$ cat src/rtl/cascade_pkg.sv
// Shared types for the adder/comparator cascade capture path.
// Capture entries are {carry, sum, stamp}; carry sits in the MSB.
package cascade_pkg;

  localparam int CAP_DW = 16;

  typedef struct packed {
    logic              carry;
    logic [CAP_DW-1:0] sum;
    logic [CAP_DW-1:0] stamp;
  } cap_entry_t;

  typedef enum logic [1:0] {IDLE, ARMED, DRAIN} cap_state_t;

endpackage

$ cat src/rtl/match_fifo.sv
// Sync FIFO of cap_entry_t with a registered head; push-to-head latency 1 cycle.
// Push into a full FIFO is accepted only alongside a pop; otherwise the push is ignored.
module match_fifo
  import cascade_pkg::*;
#(
  parameter int DEPTH = 8
) (
  input  logic       clk,
  input  logic       rst,
  input  logic       flush,
  input  logic       push,
  input  logic       pop,
  input  cap_entry_t din,
  output cap_entry_t head,
  output logic       full,
  output logic       empty
);

  localparam int AW = $clog2(DEPTH);
  localparam logic [AW:0] FULL_CNT = (AW+1)'(DEPTH);
  localparam logic [AW:0] ONE_CNT  = (AW+1)'(1);

  cap_entry_t    mem [DEPTH];
  logic [AW-1:0] wr_ptr;
  logic [AW-1:0] rd_ptr;
  logic [AW-1:0] rd_nxt;
  logic [AW:0]   count;
  logic          do_push;
  logic          do_pop;

  assign empty   = (count == '0);
  assign full    = (count == FULL_CNT);
  assign do_pop  = pop && !empty;
  assign do_push = push && (!full || do_pop);
  assign rd_nxt  = rd_ptr + 1'b1;

  // Storage needs no reset; only the pointers, count and head define visible state.
  always_ff @(posedge clk) begin
    if (do_push && !flush) mem[wr_ptr] <= din;
  end

  always_ff @(posedge clk or posedge rst) begin
    if (rst) begin
      wr_ptr <= '0;
      rd_ptr <= '0;
      count  <= '0;
      head   <= '0;
    end else if (flush) begin
      wr_ptr <= '0;
      rd_ptr <= '0;
      count  <= '0;
      head   <= '0;
    end else begin
      if (do_push) wr_ptr <= wr_ptr + 1'b1;
      if (do_pop)  rd_ptr <= rd_nxt;
      case ({do_push, do_pop})
        2'b10:   count <= count + 1'b1;
        2'b01:   count <= count - 1'b1;
        default: count <= count;
      endcase
      // Head tracks mem[rd_ptr]; a new entry lands directly in head when nothing older remains.
      if (do_pop) begin
        if (count > ONE_CNT) head <= mem[rd_nxt];
        else if (do_push)    head <= din;
        else                 head <= '0;
      end else if (do_push && empty) begin
        head <= din;
      end
    end
  end

endmodule

$ cat src/rtl/sum_match_capture.sv
// Captures {carry, sum, stamp} on each match while armed; match to out_valid is 1 cycle.
// Output is valid/ready; a match hitting a full FIFO is dropped and sets sticky overflow. Option: DROP_COUNT_EN.
module sum_match_capture
  import cascade_pkg::*;
#(
  parameter int DEPTH   = 8,
  parameter int DW      = CAP_DW,
  parameter int MAX_EVT = 16
) (
  input  logic          clk,
  input  logic          rst,
  input  logic [DW-1:0] sum_in,
  input  logic          cout_in,
  input  logic          match_in,
  input  logic [DW-1:0] cnt_in,
  input  logic          arm,
  input  logic          clr,
  output logic          out_valid,
  input  logic          out_ready,
  output logic [2*DW:0] out_data,
  output logic          overflow,
  output logic          busy
`ifdef DROP_COUNT_EN
  ,
  output logic [7:0]    drop_cnt
`endif
);

  cap_state_t    state;
  cap_state_t    state_nxt;
  logic [DW-1:0] evt_cnt;
  logic          full;
  logic          empty;
  logic          pop;
  logic          push;
  logic          drop;
  logic          evt_hit;
  logic          start;
  cap_entry_t    din;
  cap_entry_t    head;

  // DW must equal CAP_DW, since entries use the shared cap_entry_t layout.
  assign din       = '{carry: cout_in, sum: sum_in, stamp: cnt_in};
  assign out_data  = head;
  assign out_valid = !empty;
  assign pop       = out_valid && out_ready;
  assign busy      = (state != IDLE);

  always_comb begin
    state_nxt = state;
    push      = 1'b0;
    drop      = 1'b0;
    evt_hit   = 1'b0;
    start     = 1'b0;
    if (clr) begin
      state_nxt = IDLE;
    end else begin
      case (state)
        IDLE: begin
          if (arm) begin
            state_nxt = ARMED;
            start     = 1'b1;
          end
        end
        ARMED: begin
          if (match_in) begin
            evt_hit = 1'b1;
            if (!full || pop) push = 1'b1;
            else              drop = 1'b1;
            if (evt_cnt == DW'(MAX_EVT - 1)) state_nxt = DRAIN;
          end
        end
        DRAIN: begin
          if (empty) state_nxt = IDLE;
        end
        default: state_nxt = IDLE;
      endcase
    end
  end

  always_ff @(posedge clk or posedge rst) begin
    if (rst) begin
      state    <= IDLE;
      evt_cnt  <= '0;
      overflow <= 1'b0;
    end else begin
      state <= state_nxt;
      if (start)        evt_cnt <= '0;
      else if (evt_hit) evt_cnt <= evt_cnt + 1'b1;
      if (start)        overflow <= 1'b0;
      else if (drop)    overflow <= 1'b1;
    end
  end

`ifdef DROP_COUNT_EN
  always_ff @(posedge clk or posedge rst) begin
    if (rst)                          drop_cnt <= '0;
    else if (clr || start)            drop_cnt <= '0;
    else if (drop && drop_cnt != '1)  drop_cnt <= drop_cnt + 1'b1;
  end
`endif

  match_fifo #(
    .DEPTH (DEPTH)
  ) u_fifo (
    .clk   (clk),
    .rst   (rst),
    .flush (clr),
    .push  (push),
    .pop   (pop),
    .din   (din),
    .head  (head),
    .full  (full),
    .empty (empty)
  );

endmodule
$ cat config.mk
export PLATFORM = sky130hd
export DESIGN_NAME = sum_match_capture
export DESIGN_NICKNAME = d
export VERILOG_FILES = /design/src/rtl/cascade_pkg.sv /design/src/rtl/match_fifo.sv /design/src/rtl/sum_match_capture.sv
export SDC_FILE = /design/constraint.sdc
export NUM_CORES = 1
export LEC_CHECK = 0
export BUFFER_PORTS_ARGS = -buffer_cell sky130_fd_sc_hd__buf_2
export CAP_MARGIN = 20
export CORE_MARGIN = 3
export CORE_UTILIZATION = 38
export CTS_CLUSTER_SIZE = 20
export DETAILED_ROUTE_END_ITERATION = 16
export SYNTH_ARGS = -nofsm -noshare
export SYNTH_HDL_FRONTEND = slang
export SYNTH_SLANG_ARGS = --single-unit
$ cat constraint.sdc
create_clock -name clk -period 4.8 [get_ports clk]
set_input_delay 0 -clock clk [delete_from_list [all_inputs] [get_ports clk]]
set_output_delay 0 -clock clk [all_outputs]
set_load 0.01 [all_outputs]
==> flow_metrics.py <==
metrics = {
    "grt": {
        "antenna_found_initial": 1,
        "grt_use_total": 0.157,
        "grt-ovfl-total": 0,
        "grt_pass1_wl_mm": 44.0,
        "grt_max_degree": 44,
        "grt_pass1_vias": 7313,
    },
    "critical_path": {
        "end_kind": "flop",
        "critPathLaunchType": "flop",
        "worstSetupPathType": "reg -> reg",
        "required_ps": 5020,
        "crit_arrival_ps": 3300,
        "critPathMaxFanout": 23,
    },
    "place": {
        "placed_area_mm2": 0.0140,
        "place.gp.congestion": 0.722,
        "hpwl_mm": 15.4,
        "portBuffers": 74,
        "place_inst": 1223,
    },
    "detailed_routing": {
        "drc": 0,
        "drtAntennaViolNets": 0,
        "drt-total-wl_mm": 27.9,
        "wl_per_cell_um": 21.1,
        "dr.pass1.iters": 4,
        "viasPerCell": 5.35,
        "vias": 7094,
        "first_iter_violations": 538,
    },
    "clocking": {
        "path_clk_slew_ps": 60,
        "clk_path_buf_depth": 3,
        "cts_sinks": 326,
        "htree_num_levels": 2,
        "postCtsSetupBuffers": 0,
        "insertion_delay_ps": 510,
        "cts_buffers": 36,
        "cts_tree": "done",
        "clockRootBuffer": "clkbuf_16",
        "cts_resized": 0,
    },
    "synthesis": {
        "syn_nets": 771,
        "synth_top_area_frac": 0.612,
        "synthArstFlopShare": 0.190,
        "synth_edf_count": 264,
        "yosys_warnings": 0,
        "ys.flop_type": "edfxtp_1",
        "synthCells": 725,
        "ys_top_cells_by_area": "edfxtp_1 (61%), dfrtp_1 (12%), mux4_2 (11%)",
        "yosysUniqueCellTypes": 49,
        "synth_seq_cells": 326,
        "synth.yosys.seq_area_share": 0.732,
        "synth_largest_area_cell": "edfxtp_1",
        "avgSynthCellArea_um2": 17.9,
        "syn_area_mm2": 0.0130,
    },
    "final_layout": {
        "final_core_util": 0.469,
        "layout_common_cells": "edfxtp_1 (264), nand2_1 (84), buf_2 (74)",
        "final_cell_area_mm2": 0.0155,
        "final_cells": 1326,
        "layout-drive-gt1-share": 0.272,
        "final_nets": 904,
        "final_common_cell": "edfxtp_1",
        "syn_to_final_growth_pct": 19.6,
    },
    "die": {
        "core_mm2": 0.0330,
        "die_w_um": 191,
        "die_area_mm2": 0.0363,
        "std_cell_rows": 66,
        "ios": 75,
        "start_util": 0.392,
        "fp.dieH_um": 191,
    },
    "timing": {
        "min_period_ps": 3080,
        "rsz0062_at_grt": "no",
        "finalSetupViolations": 0,
        "slew_violations": 0,
        "worst_pin_slew_ps": 978,
        "finalCritPeriodShare": 0.641,
        "final.setup.tns_ps": 0,
        "finalHoldViolations": 0,
        "relSlewSlack": 0.348,
        "max_freq_mhz": 325,
        "fin_skew_ps": 24.7,
    },
    "status": {
        "status": "complete, no violations",
    },
    "pwr": {
        "power_density_mw_per_mm2": 499,
        "irDropWorstVdd_mv": 0.342,
        "p_leak_nw": 5.42,
    },
    "run": {
        "cap_violations": 0,
    },
    "min_path": {
        "hold_class": "in -> async",
    },
}
==> final timing paths <==
kind,slack (ps),endpoint,depth (start not counted),from
setup / recovery,1720,u_fifo.mem[3][2],7,u_fifo.count[0]
hold / removal,120,u_fifo.head[1],3,rst
setup reg to reg,1720,u_fifo.mem[3][2],7,u_fifo.count[0]
hold reg to reg,510,u_fifo.head[1],1,u_fifo.head[1]
max in group asynchronous,3580,u_fifo.rd_ptr[0],4,rst
min in group clk,310,u_fifo.mem[0][12],2,cnt_in[12]
==> power breakdown <==
part	total [W]	leakage, nW	internal (W)	switching, W
Clock	0.00261	0.551	0.00153	0.00107
Sequential	0.00331	3.22	0.00319	0.000118
Combinational	0.00181	1.64	0.000901	0.000910
Total	0.00773	5.42	0.00563	0.00210
==> cell families (layout without fill, tap and decap cells) <==
kind of cell | count (synthesis) | after routing | share of synthesized area
DFF | 326 | 326 | 0.732
and+or+nand+nor | 160 | 160 | 0.0590
AOI/OAI and AO/OA | 95 | 95 | 0.0530
muxes | 70 | 70 | 0.118
buffers and inverters | 50 | 208 | 0.0189
xor gates and xnor gates | 16 | 16 | 0.0119
adders and majority gates | 8 | 8 | 0.00763
other | 0 | 1 | 0
==> synthesized netlist by cell type, types with 2 or more instances <==
master and count:
o31ai_1 2, buf_6 6, nand2b_1 2, dfrtp_1 62, mux2i_1 3, o211ai_1 2
mux4_2 66, nor4bb_1 2, nand4_1 5, edfxtp_1 264, or3_1 4, ha_1 7
buf_2 10, nor3_1 10, nand2_1 84, buf_1 2, clkbuf_1 23, or4_1 2
a21oi_1 43, inv_1 9, o21ai_0 8, or2_2 4, nand3b_1 2, nand3_1 10
nor4_1 3, nor2_1 22, xor2_1 5, a221o_1 33, xnor2_1 10
==> flip-flops by register name, indices dropped and copies added (netlist names) <==
name           flops
evt_cnt           16
u_fifo.mem       264
u_fifo.rd_ptr      3
u_fifo.wr_ptr      3
u_fifo.head       33
overflow           1
u_fifo.count       4
state              2
==> layer usage <==
| layer | share of wire | wire [µm] | global-route usage |
|---|---|---|---|
| met1 | 0.45 | 12600 | 0.225 |
| met2 | 0.48 | 13400 | 0.255 |
| met3 | 0.052 | 1450 | 0.0243 |
| met4 | 0.019 | 537 | 0.0398 |
| met5 | 0 | 0 | 0 |
==> layout make-up <==
| cell class | count | area [µm²] |
|---|---|---|
| clock inverters | 16 | 121 |
| inverters | 9 | 33.8 |
| flip-flops and latches | 326 | 9480 |
| repair buffers | 136 | 933 |
| multi-input cells | 349 | 3360 |
| fillers | 2855 | 17500 |
| clock buffers | 47 | 1000 |
| diodes | 1 | 2.50 |
| well taps | 442 | 553 |
==> timing repair <==
action / CTS / global route
endpoints found under the hold margin: 327 / 0
endpoints found under the setup margin: 0 / 0
hold buffers: 39 / 0
==> worst max-delay path, cell delays in order (launching register included) <==
cell and delay, ps:
dfrtp_1 450, inv_1 90, ha_1 260, nor4bb_1 180, nor2_1 420, nand2_1 330, nor2_4 770, buf_4 290
==> stage by stage <==
step	total power, W	setup slack (ps)	hold WS [ps]
2_1_floorplan	0.00471	716	98.9
3_3_place_gp	0.00518	1770	117
3_5_place_dp	0.00519	1680	117
4_1_cts	0.00783	1670	146
5_1_grt	0.00810	1460	172
6_report	0.00773	1720	121
(Power assumes the default switching activity.)
